File: src/rtl/mat3_pkg.sv
// Shared types and operand index map for the 3x3 matrix-vector stream driver.
package mat3_pkg;

    typedef enum logic [1:0] {LOAD, KICK, WAIT, DRAIN} state_t;

    localparam int N_OPERANDS = 12;
    localparam int N_RESULTS  = 3;

    // Byte order on the input stream: matrix row-major, then the vector.
    localparam int IDX_A11 = 0;
    localparam int IDX_A12 = 1;
    localparam int IDX_A13 = 2;
    localparam int IDX_A21 = 3;
    localparam int IDX_A22 = 4;
    localparam int IDX_A23 = 5;
    localparam int IDX_A31 = 6;
    localparam int IDX_A32 = 7;
    localparam int IDX_A33 = 8;
    localparam int IDX_X1  = 9;
    localparam int IDX_X2  = 10;
    localparam int IDX_X3  = 11;

endpackage

File: src/rtl/mat3_result_serializer.sv
// Buffers the three accelerator results and emits them one word at a time
// on a valid/ready stream, flagging the last word.
module mat3_result_serializer
    import mat3_pkg::*;
#(
    parameter int RES_W = 16
) (
    input  logic             clk,
    input  logic             reset_n,
    input  logic             load,
    input  logic [RES_W-1:0] y1,
    input  logic [RES_W-1:0] y2,
    input  logic [RES_W-1:0] y3,
    input  logic             out_ready,
    output logic             out_valid,
    output logic [RES_W-1:0] out_data,
    output logic             out_last,
    output logic             drain_done
);

    logic [RES_W-1:0] res_q [N_RESULTS];
    logic [1:0]       k_q;
    logic             vld_q;
    logic             fire;

    assign fire       = vld_q && out_ready;
    assign drain_done = fire && (k_q == 2'(N_RESULTS - 1));

    always_ff @(posedge clk or negedge reset_n) begin
        if (!reset_n) begin
            for (int i = 0; i < N_RESULTS; i++) res_q[i] <= '0;
            k_q   <= '0;
            vld_q <= 1'b0;
        end else if (load) begin
            res_q[0] <= y1;
            res_q[1] <= y2;
            res_q[2] <= y3;
            k_q      <= '0;
            vld_q    <= 1'b1;
        end else if (fire) begin
            if (drain_done) begin
                k_q   <= '0;
                vld_q <= 1'b0;
            end else begin
                k_q <= k_q + 2'd1;
            end
        end
    end

    assign out_valid = vld_q;
    assign out_data  = res_q[k_q];
    assign out_last  = vld_q && (k_q == 2'(N_RESULTS - 1));

endmodule

File: src/rtl/mat3_stream_driver.sv
// Streams 12 operand bytes into the 3x3 accelerator, kicks it, and returns y1..y3.
// Optional WAIT timeout with sticky err is enabled by defining MAT3_DRV_TIMEOUT_EN.
module mat3_stream_driver
    import mat3_pkg::*;
#(
    parameter int DATA_W  = 8,
    parameter int RES_W   = 16,
    parameter int TIMEOUT = 255
) (
    input  logic              clk,
    input  logic              reset_n,
    input  logic              in_valid,
    output logic              in_ready,
    input  logic [DATA_W-1:0] in_data,
    output logic [DATA_W-1:0] a11,
    output logic [DATA_W-1:0] a12,
    output logic [DATA_W-1:0] a13,
    output logic [DATA_W-1:0] a21,
    output logic [DATA_W-1:0] a22,
    output logic [DATA_W-1:0] a23,
    output logic [DATA_W-1:0] a31,
    output logic [DATA_W-1:0] a32,
    output logic [DATA_W-1:0] a33,
    output logic [DATA_W-1:0] x1,
    output logic [DATA_W-1:0] x2,
    output logic [DATA_W-1:0] x3,
    output logic              start,
    input  logic              acc_busy,
    input  logic              acc_done,
    input  logic [RES_W-1:0]  y1,
    input  logic [RES_W-1:0]  y2,
    input  logic [RES_W-1:0]  y3,
    output logic              out_valid,
    input  logic              out_ready,
    output logic [RES_W-1:0]  out_data,
    output logic              out_last,
    output logic              err
);

    state_t            state_q, state_d;
    logic [3:0]        idx_q;
    logic [DATA_W-1:0] ops_q [N_OPERANDS];
    logic              in_ready_q;
    logic              in_fire;
    logic              capture;
    logic              zero_res;
    logic              timeout;
    logic              drain_done;

    assign in_ready = in_ready_q;
    assign in_fire  = in_valid && in_ready_q;

    always_ff @(posedge clk or negedge reset_n) begin
        if (!reset_n) state_q <= LOAD;
        else          state_q <= state_d;
    end

    always_comb begin
        state_d  = state_q;
        start    = 1'b0;
        capture  = 1'b0;
        zero_res = 1'b0;
        case (state_q)
            LOAD:  if (in_fire && idx_q == 4'(IDX_X3)) state_d = KICK;
            KICK: begin
                if (!acc_busy) begin
                    start   = 1'b1;
                    state_d = WAIT;
                end
            end
            WAIT: begin
                // A real completion wins over a timeout landing in the same cycle.
                if (acc_done && !acc_busy) begin
                    capture = 1'b1;
                    state_d = DRAIN;
                end else if (timeout) begin
                    capture  = 1'b1;
                    zero_res = 1'b1;
                    state_d  = DRAIN;
                end
            end
            DRAIN: if (drain_done) state_d = LOAD;
            default: state_d = LOAD;
        endcase
    end

    // in_ready is registered so it is low in reset and drops the cycle after the last byte.
    always_ff @(posedge clk or negedge reset_n) begin
        if (!reset_n) in_ready_q <= 1'b0;
        else          in_ready_q <= (state_d == LOAD);
    end

    always_ff @(posedge clk or negedge reset_n) begin
        if (!reset_n) begin
            for (int i = 0; i < N_OPERANDS; i++) ops_q[i] <= '0;
            idx_q <= '0;
        end else if (in_fire) begin
            ops_q[idx_q] <= in_data;
            idx_q        <= (idx_q == 4'(IDX_X3)) ? 4'd0 : idx_q + 4'd1;
        end
    end

    assign a11 = ops_q[IDX_A11];
    assign a12 = ops_q[IDX_A12];
    assign a13 = ops_q[IDX_A13];
    assign a21 = ops_q[IDX_A21];
    assign a22 = ops_q[IDX_A22];
    assign a23 = ops_q[IDX_A23];
    assign a31 = ops_q[IDX_A31];
    assign a32 = ops_q[IDX_A32];
    assign a33 = ops_q[IDX_A33];
    assign x1  = ops_q[IDX_X1];
    assign x2  = ops_q[IDX_X2];
    assign x3  = ops_q[IDX_X3];

`ifdef MAT3_DRV_TIMEOUT_EN
    localparam int CNT_W = (TIMEOUT > 255) ? $clog2(TIMEOUT + 1) : 8;

    logic [CNT_W-1:0] wait_cnt_q;
    logic             err_q;

    assign timeout = (state_q == WAIT) && (wait_cnt_q == CNT_W'(TIMEOUT - 1));

    always_ff @(posedge clk or negedge reset_n) begin
        if (!reset_n) begin
            wait_cnt_q <= '0;
            err_q      <= 1'b0;
        end else begin
            wait_cnt_q <= (state_q == WAIT) ? wait_cnt_q + 1'b1 : '0;
            if (zero_res) err_q <= 1'b1;
        end
    end

    assign err = err_q;
`else
    assign timeout = 1'b0;
    assign err     = 1'b0;
`endif

    mat3_result_serializer #(
        .RES_W (RES_W)
    ) u_ser (
        .clk        (clk),
        .reset_n    (reset_n),
        .load       (capture),
        .y1         (zero_res ? '0 : y1),
        .y2         (zero_res ? '0 : y2),
        .y3         (zero_res ? '0 : y3),
        .out_ready  (out_ready),
        .out_valid  (out_valid),
        .out_data   (out_data),
        .out_last   (out_last),
        .drain_done (drain_done)
    );

endmodule

File: config.mk
export PLATFORM = sky130hd
export DESIGN_NAME = mat3_stream_driver
export DESIGN_NICKNAME = d
export VERILOG_FILES = /design/src/rtl/mat3_pkg.sv /design/src/rtl/mat3_result_serializer.sv /design/src/rtl/mat3_stream_driver.sv
export SDC_FILE = /design/constraint.sdc
export NUM_CORES = 1
export LEC_CHECK = 0
export ABC_AREA = 1
export CAP_MARGIN = 10
export CELL_PAD_IN_SITES_DETAIL_PLACEMENT = 0
export CELL_PAD_IN_SITES_GLOBAL_PLACEMENT = 1
export CORE_ASPECT_RATIO = 1.25
export CORE_MARGIN = 1.5
export CORE_UTILIZATION = 25
export DETAILED_ROUTE_END_ITERATION = 8
export MAX_ROUTING_LAYER = met4
export PLACE_DENSITY_LB_ADDON = 0.05
export SETUP_SLACK_MARGIN = 0.05
export SYNTH_ARGS = -nofsm -noshare
export SYNTH_HDL_FRONTEND = slang
export SYNTH_SLANG_ARGS = --single-unit
File: constraint.sdc
create_clock -name clk -period 3.29 [get_ports clk]
set_input_delay 0.658 -clock clk [delete_from_list [all_inputs] [get_ports clk]]
set_output_delay 0.658 -clock clk [all_outputs]
set_load 0.02 [all_outputs]
# Word level (Yosys, flattened, before mapping)
# Index checks and enable logic that the tools add are counted.
# W data, S select, Z words.
# op_classes
add_sub_neg	2
order_cmp	3
n_eq_ne	5
mux	22
bitwise	2
reduce_logical	13
# ops
op	n
$bwmux W96	1
$bmux W16 S2	1
$demux W8 S4	1
$mux W16	2
$mux W2	7
$mux W8	1
$pmux W2 S4	1
$logic_and A1 B1 Y1	7
$mux W1	7
$eq A2 B2 Y1 const B	3
$ge A5 B5 Y1 const B	1
$lt A5 B1 Y1 const B	1
$not A4 Y5	1
$add A4 B1 Y4 const B	1
$eq A4 B4 Y1 const B	1
$logic_not A2 Y1	2
$mux W4	1
$reduce_bool A2 Y1	2
$ge A3 B3 Y1 const B	1
$not A2 Y3	1
$add A2 B1 Y2 const B	1
$eq A2 B1 Y1 const B	1
$reduce_and A2 Y1	1
$logic_not A1 Y1	1
# word_totals
register_bits	154
in_bits	62
wordCells	67

# Depth between registers and ports, before layout
# logic_depth
word_depth	6
ltp_mapped	8
mapped_depth_nobuf	7

# Modules after synthesis
# Synthesis repeated with hierarchy kept, for this count alone.
# unflattened
hier_cells	697
hier_area_um2	6384.9
# modules_own_cells
mod	instances	cells_each	area_each_um2
mat3_stream_driver	1	388	4012.6
mat3_result_serializer	1	309	2372.3

# Worst setup path after synthesis
# Ideal clock, no wire load.
# synth_timing
kind	reg-to-output
start	register u_ser.k_q[0]
end	output port out_data[10]
t_arrival_ps	1447
setup_slack_ps	1185
path_stages_with_launch	6
cell_sequence	dfrtp_1 -> buf_2 -> inv_1 -> clkbuf_1 -> o21ai_0 -> o21ai_0
# synth_via
elab_chain_len	4
# synth_lines
item	line	rtl
start: declaration	mat3_result_serializer.sv:22	logic [1:0] k_q;
start signal: assignment	mat3_result_serializer.sv:45	k_q <= k_q + 2'd1;
$not A2 Y3 (not written as such)	mat3_result_serializer.sv:51	assign out_data = res_q[k_q];
$bmux W16 S2	mat3_result_serializer.sv:51	
$mux W16 (not written as such) (2 in a row)	mat3_result_serializer.sv:51	
end: declaration	mat3_stream_driver.sv:35	output logic [RES_W-1:0] out_data,
# Every way passes these cells. The select of a mux whose other input is x is not followed.

# Worst setup path in the final report
# layout_timing
start	register u_ser.k_q[0]
end	output port out_data[15]
# The elaborated chain is that of the path after synthesis.

==> impl_summary.log <==
[metrics] outcome: finished, final reports clean
[metrics] clk_lat worst skew: 0.42 ns
[metrics] worst-case vdd ir drop: 0.000360 V
[metrics] post-route worst setup slack: 0.296 ns
[metrics] post-synthesis compound-gate area fraction: 11.7%
[metrics] Synth cell types: 25
[metrics] clock period minus final worst setup slack: approximately 3.0 ns
[metrics] number of global-route vias before repair: about 5,200
[metrics] worst slack, placed: 0.604 ns
[metrics] final-report max-slew violation count: 0
[metrics] largest cells by area after synthesis: sky130_fd_sc_hd__dfrtp_1 (62%), sky130_fd_sc_hd__nand2_1 (16%), sky130_fd_sc_hd__o21ai_0 (6.0%)
[metrics] combinational family with the most area after synthesis: simple AND/OR/NAND/NOR gates
[metrics] TritonCTS Sinks: between 150 and 200
[metrics] max-capacitance violation count: 0
[metrics] placeable core region: 24,500 um^2
[metrics] Required @ worst endpoint: around 2.6 ns
[metrics] slew at the pin closest to its max-slew limit: 0.704 ns
[metrics] hold buffer count at CTS: 0
[metrics] Layout Utilization: 36.2%
[metrics] post-route clock skew: about 0.012 ns
[metrics] vias post-DR: 5,015
[metrics] sum of internal, switching and leakage power: between 8 and 9 mW
[metrics] slowest library cell on the worst path: sky130_fd_sc_hd__dfrtp_1
[metrics] instance count of the mapped netlist: 673
[metrics] DR DRC count: 0
[metrics] share of synthesized cell area in full adder, half adder and majority cells: 0.804%
[metrics] total number of H-tree levels: 4
[metrics] kind of start point of the critical path: register
[metrics] die outline width: 144 um
[metrics] number of flops mapped to enable cells by yosys: 0
[metrics] CP Data Arrival Time: 2.34 ns
[metrics] maximum number of pins on one net before global-route repair: 69
[metrics] number of warnings printed during yosys synthesis: 0
[metrics] mean instance size in the synthesized netlist: between 9 and 10 um^2
[metrics] Hold Vio Cnt, Final: 0
[metrics] unrepaired setup endpoints after global routing: no
[metrics] number of vias per cell after detailed routing: 4.24
[metrics] combined area of all synthesized cells: 6230 um^2
[metrics] maximum number of buffers from clock root to sink: 2
[metrics] I/O Pins: 179
[metrics] Synth Net Count: 739
[metrics] share of cells above drive strength 1: under 10%
[metrics] number of antenna violations at the first check in global routing: 0
[metrics] starting density of the core: between 20% and 30%
[metrics] critical path, cell by cell: clkinvlp_4 -> o21ai_0 -> o21ai_0 -> clkdlybuf4s50_1
[metrics] Yosys top cell by area: sky130_fd_sc_hd__dfrtp_1
[metrics] share of the synthesized area in the top cell type: roughly 62%
[metrics] worst stage delay on the critical path: 0.56 ns
[metrics] Worst Reg2Reg Path Length in Cells: 7
[metrics] Final Cycle Share: around nine tenths
[metrics] Worst Hold Class: input port to async pin
[metrics] number of optimization iterations in the first detailed-route pass: 4
[metrics] All-Layer GR Usage: between 15 and 20%
[metrics] clock slew at reported path FFs: 0.07 ns
[metrics] count of standard-cell rows: 64
[metrics] top flip-flop cell by instance count after synthesis: sky130_fd_sc_hd__dfrtp_1
[metrics] Setup crit end kind: output port
[metrics] Nets: between 900 and 1,000
[metrics] setup violation total in the final timing report: 0
[metrics] Post-Route Hold Slack: 0.235 ns
[metrics] routed wirelength normalized by instance count: 16.3 um
[metrics] violation count after the first detailed-routing iteration: 199
[metrics] Fmax achieved: 0.334 GHz
[metrics] die outline height: around 180 um
[metrics] Placed Instances: ~1,200
[metrics] post-synthesis simple-gate area fraction: 20.6%
[metrics] fraction of synthesized area in multiplexers: 0%
[metrics] post-detail-place hpwl: roughly 13 mm
[metrics] root buffer selected by CTS: sky130_fd_sc_hd__clkbuf_16
[metrics] count of buffers inserted at the top-level ports: 177
[metrics] final sum of negative setup slack: 0 ns
[metrics] Synth Register Bits: 154
[metrics] fraction of synthesis flops using an asynchronous set or reset pin: 100%
[metrics] cell leakage power: 4.07 nW
[metrics] total global routing overflow: 0
[metrics] relative slew slack: between 50% and 60%
[metrics] TritonCTS clock tree: done
[metrics] post-layout instance area: ~8900 um^2
[metrics] proportion of synthesized chip area in sequential cells: around three fifths
[metrics] number of antenna repair diodes: 0
[metrics] number of nets with antenna violations after routing: 0
[metrics] overall die area: 25,900 um^2
[metrics] kind of critical path: register to output port
[metrics] Area Growth Syn to Fin: 42.2%
[metrics] first-pass GRT wire length: 30.2 mm
[metrics] most numerous cell on the critical path: sky130_fd_sc_hd__o21ai_0
[metrics] post-place instance area: around 8300 um^2
[metrics] final cell count without fillers: roughly 1,200
[metrics] total clock buffers created by CTS: 17
[metrics] Worst Path Max Fanout: 17
[metrics] PwrDens: approximately 990 nW/um^2
[metrics] WL final: 19.3 mm
[metrics] placer congestion estimate: 0.781
[metrics] xor and xnor area share after synthesis: 0%
-- routing by layer --
layer	GRT usage, %	routed length (um)	up-vias
met5	-	0	-
met2	26.7	9820	128
met4	3.80	196	0
li1	-	-	2467
met1	19.0	8170	2408
met3	4.32	1120	12
-- state kept, by name, summed over array words and instances, names as in the netlist --
signal and flops:
x1 8, in_ready 1, a32 8, a31 8
a11 8, u_ser.k_q 2, x2 8, x3 8
state_q 2, a13 8, u_ser.out_valid 1, idx_q 4
a22 8, u_ser.res_q 48, a21 8, a12 8
a33 8, a23 8
-- critical path, delay by kind of cell, from the launching register on --
kind,cells,cell delay [ns]
AOI/OAI and AO/OA,2,0.39
buffers and inverters,2,0.97
DFF,1,0.56
-- cells in the final DEF (no fill, tap or decap), types with 4 or more instances in the layout --
master / n
sky130_fd_sc_hd__nand2_1: 264
sky130_fd_sc_hd__clkdlybuf4s50_1: 176
sky130_fd_sc_hd__dfrtp_1: 154
sky130_fd_sc_hd__o21ai_0: 75
sky130_fd_sc_hd__o21ai_1: 50
sky130_fd_sc_hd__inv_1: 22
sky130_fd_sc_hd__nor2_1: 21
sky130_fd_sc_hd__clkbuf_16: 17
sky130_fd_sc_hd__o21ai_2: 10
sky130_fd_sc_hd__nand2_2: 8
sky130_fd_sc_hd__inv_6: 7
sky130_fd_sc_hd__nand3_1: 6
sky130_fd_sc_hd__buf_4: 5
sky130_fd_sc_hd__nor2_4: 4
sky130_fd_sc_hd__nor2_2: 4
sky130_fd_sc_hd__nand2_4: 4
sky130_fd_sc_hd__ha_1: 4
-- cell type report --
cell class / count / area [um^2]
inverter: 26 / 101
clock buffer: 17 / 425
sequential: 154 / 3850
multi-input combinational: 457 / 2070
clock inverter: 14 / 149
timing repair buffer: 184 / 1850
fill: 2540 / 15600
tap: 330 / 413
-- cell usage after synthesis, types with 2 or more instances --
cell,number
sky130_fd_sc_hd__dfrtp_1,154
sky130_fd_sc_hd__buf_4,2
sky130_fd_sc_hd__nand2_4,4
sky130_fd_sc_hd__inv_2,2
sky130_fd_sc_hd__nand3_1,6
sky130_fd_sc_hd__nand2_2,8
sky130_fd_sc_hd__a21oi_1,2
sky130_fd_sc_hd__inv_1,23
sky130_fd_sc_hd__ha_1,4
sky130_fd_sc_hd__nor3_1,2
sky130_fd_sc_hd__nand2_1,264
sky130_fd_sc_hd__o21ai_0,75
sky130_fd_sc_hd__nor2_4,4
sky130_fd_sc_hd__nor2_1,21
sky130_fd_sc_hd__clkbuf_1,14
sky130_fd_sc_hd__nor2_2,4
sky130_fd_sc_hd__o21ai_2,10
sky130_fd_sc_hd__buf_6,7
sky130_fd_sc_hd__buf_2,12
sky130_fd_sc_hd__o21ai_1,50
-- cells by family after synthesis --
group	after synthesis
adders and majority gates	4
DFF	154
AOI/OAI and AO/OA	138
and+or+nand+nor	314
buffers and inverters	62
other	1
-- power by group --
group / switching [mW] / total, mW / leakage [nW] / internal [mW]
Combinational: 2.10 / 3.70 / 1.80 / 1.59
Sequential: 0.458 / 3.10 / 2.00 / 2.64
Clock: 0.873 / 1.94 / 0.278 / 1.07
Total: 3.43 / 8.74 / 4.07 / 5.30
-- final timing paths --
check / endpoint / startpoint / slack [ns]
hold / removal: u_ser.out_valid / reset_n / 0.24
max in group asynchronous: x3[5] / reset_n / 2.23
min in group clk: u_ser.res_q[29] / u_ser.res_q[29] / 0.48
hold reg to reg: u_ser.res_q[29] / u_ser.res_q[29] / 0.48
setup reg to reg: a13[1] / idx_q[0] / 1.56
setup / recovery: out_data[15] / u_ser.k_q[0] / 0.30
-- what timing repair did --
item                                    4_1_cts  5_1_grt
resized for setup                             0        1
buffers inserted                              0        0
endpoints found under the setup margin        0        2
No activity file was read; power rests on OpenSTA's default activity.
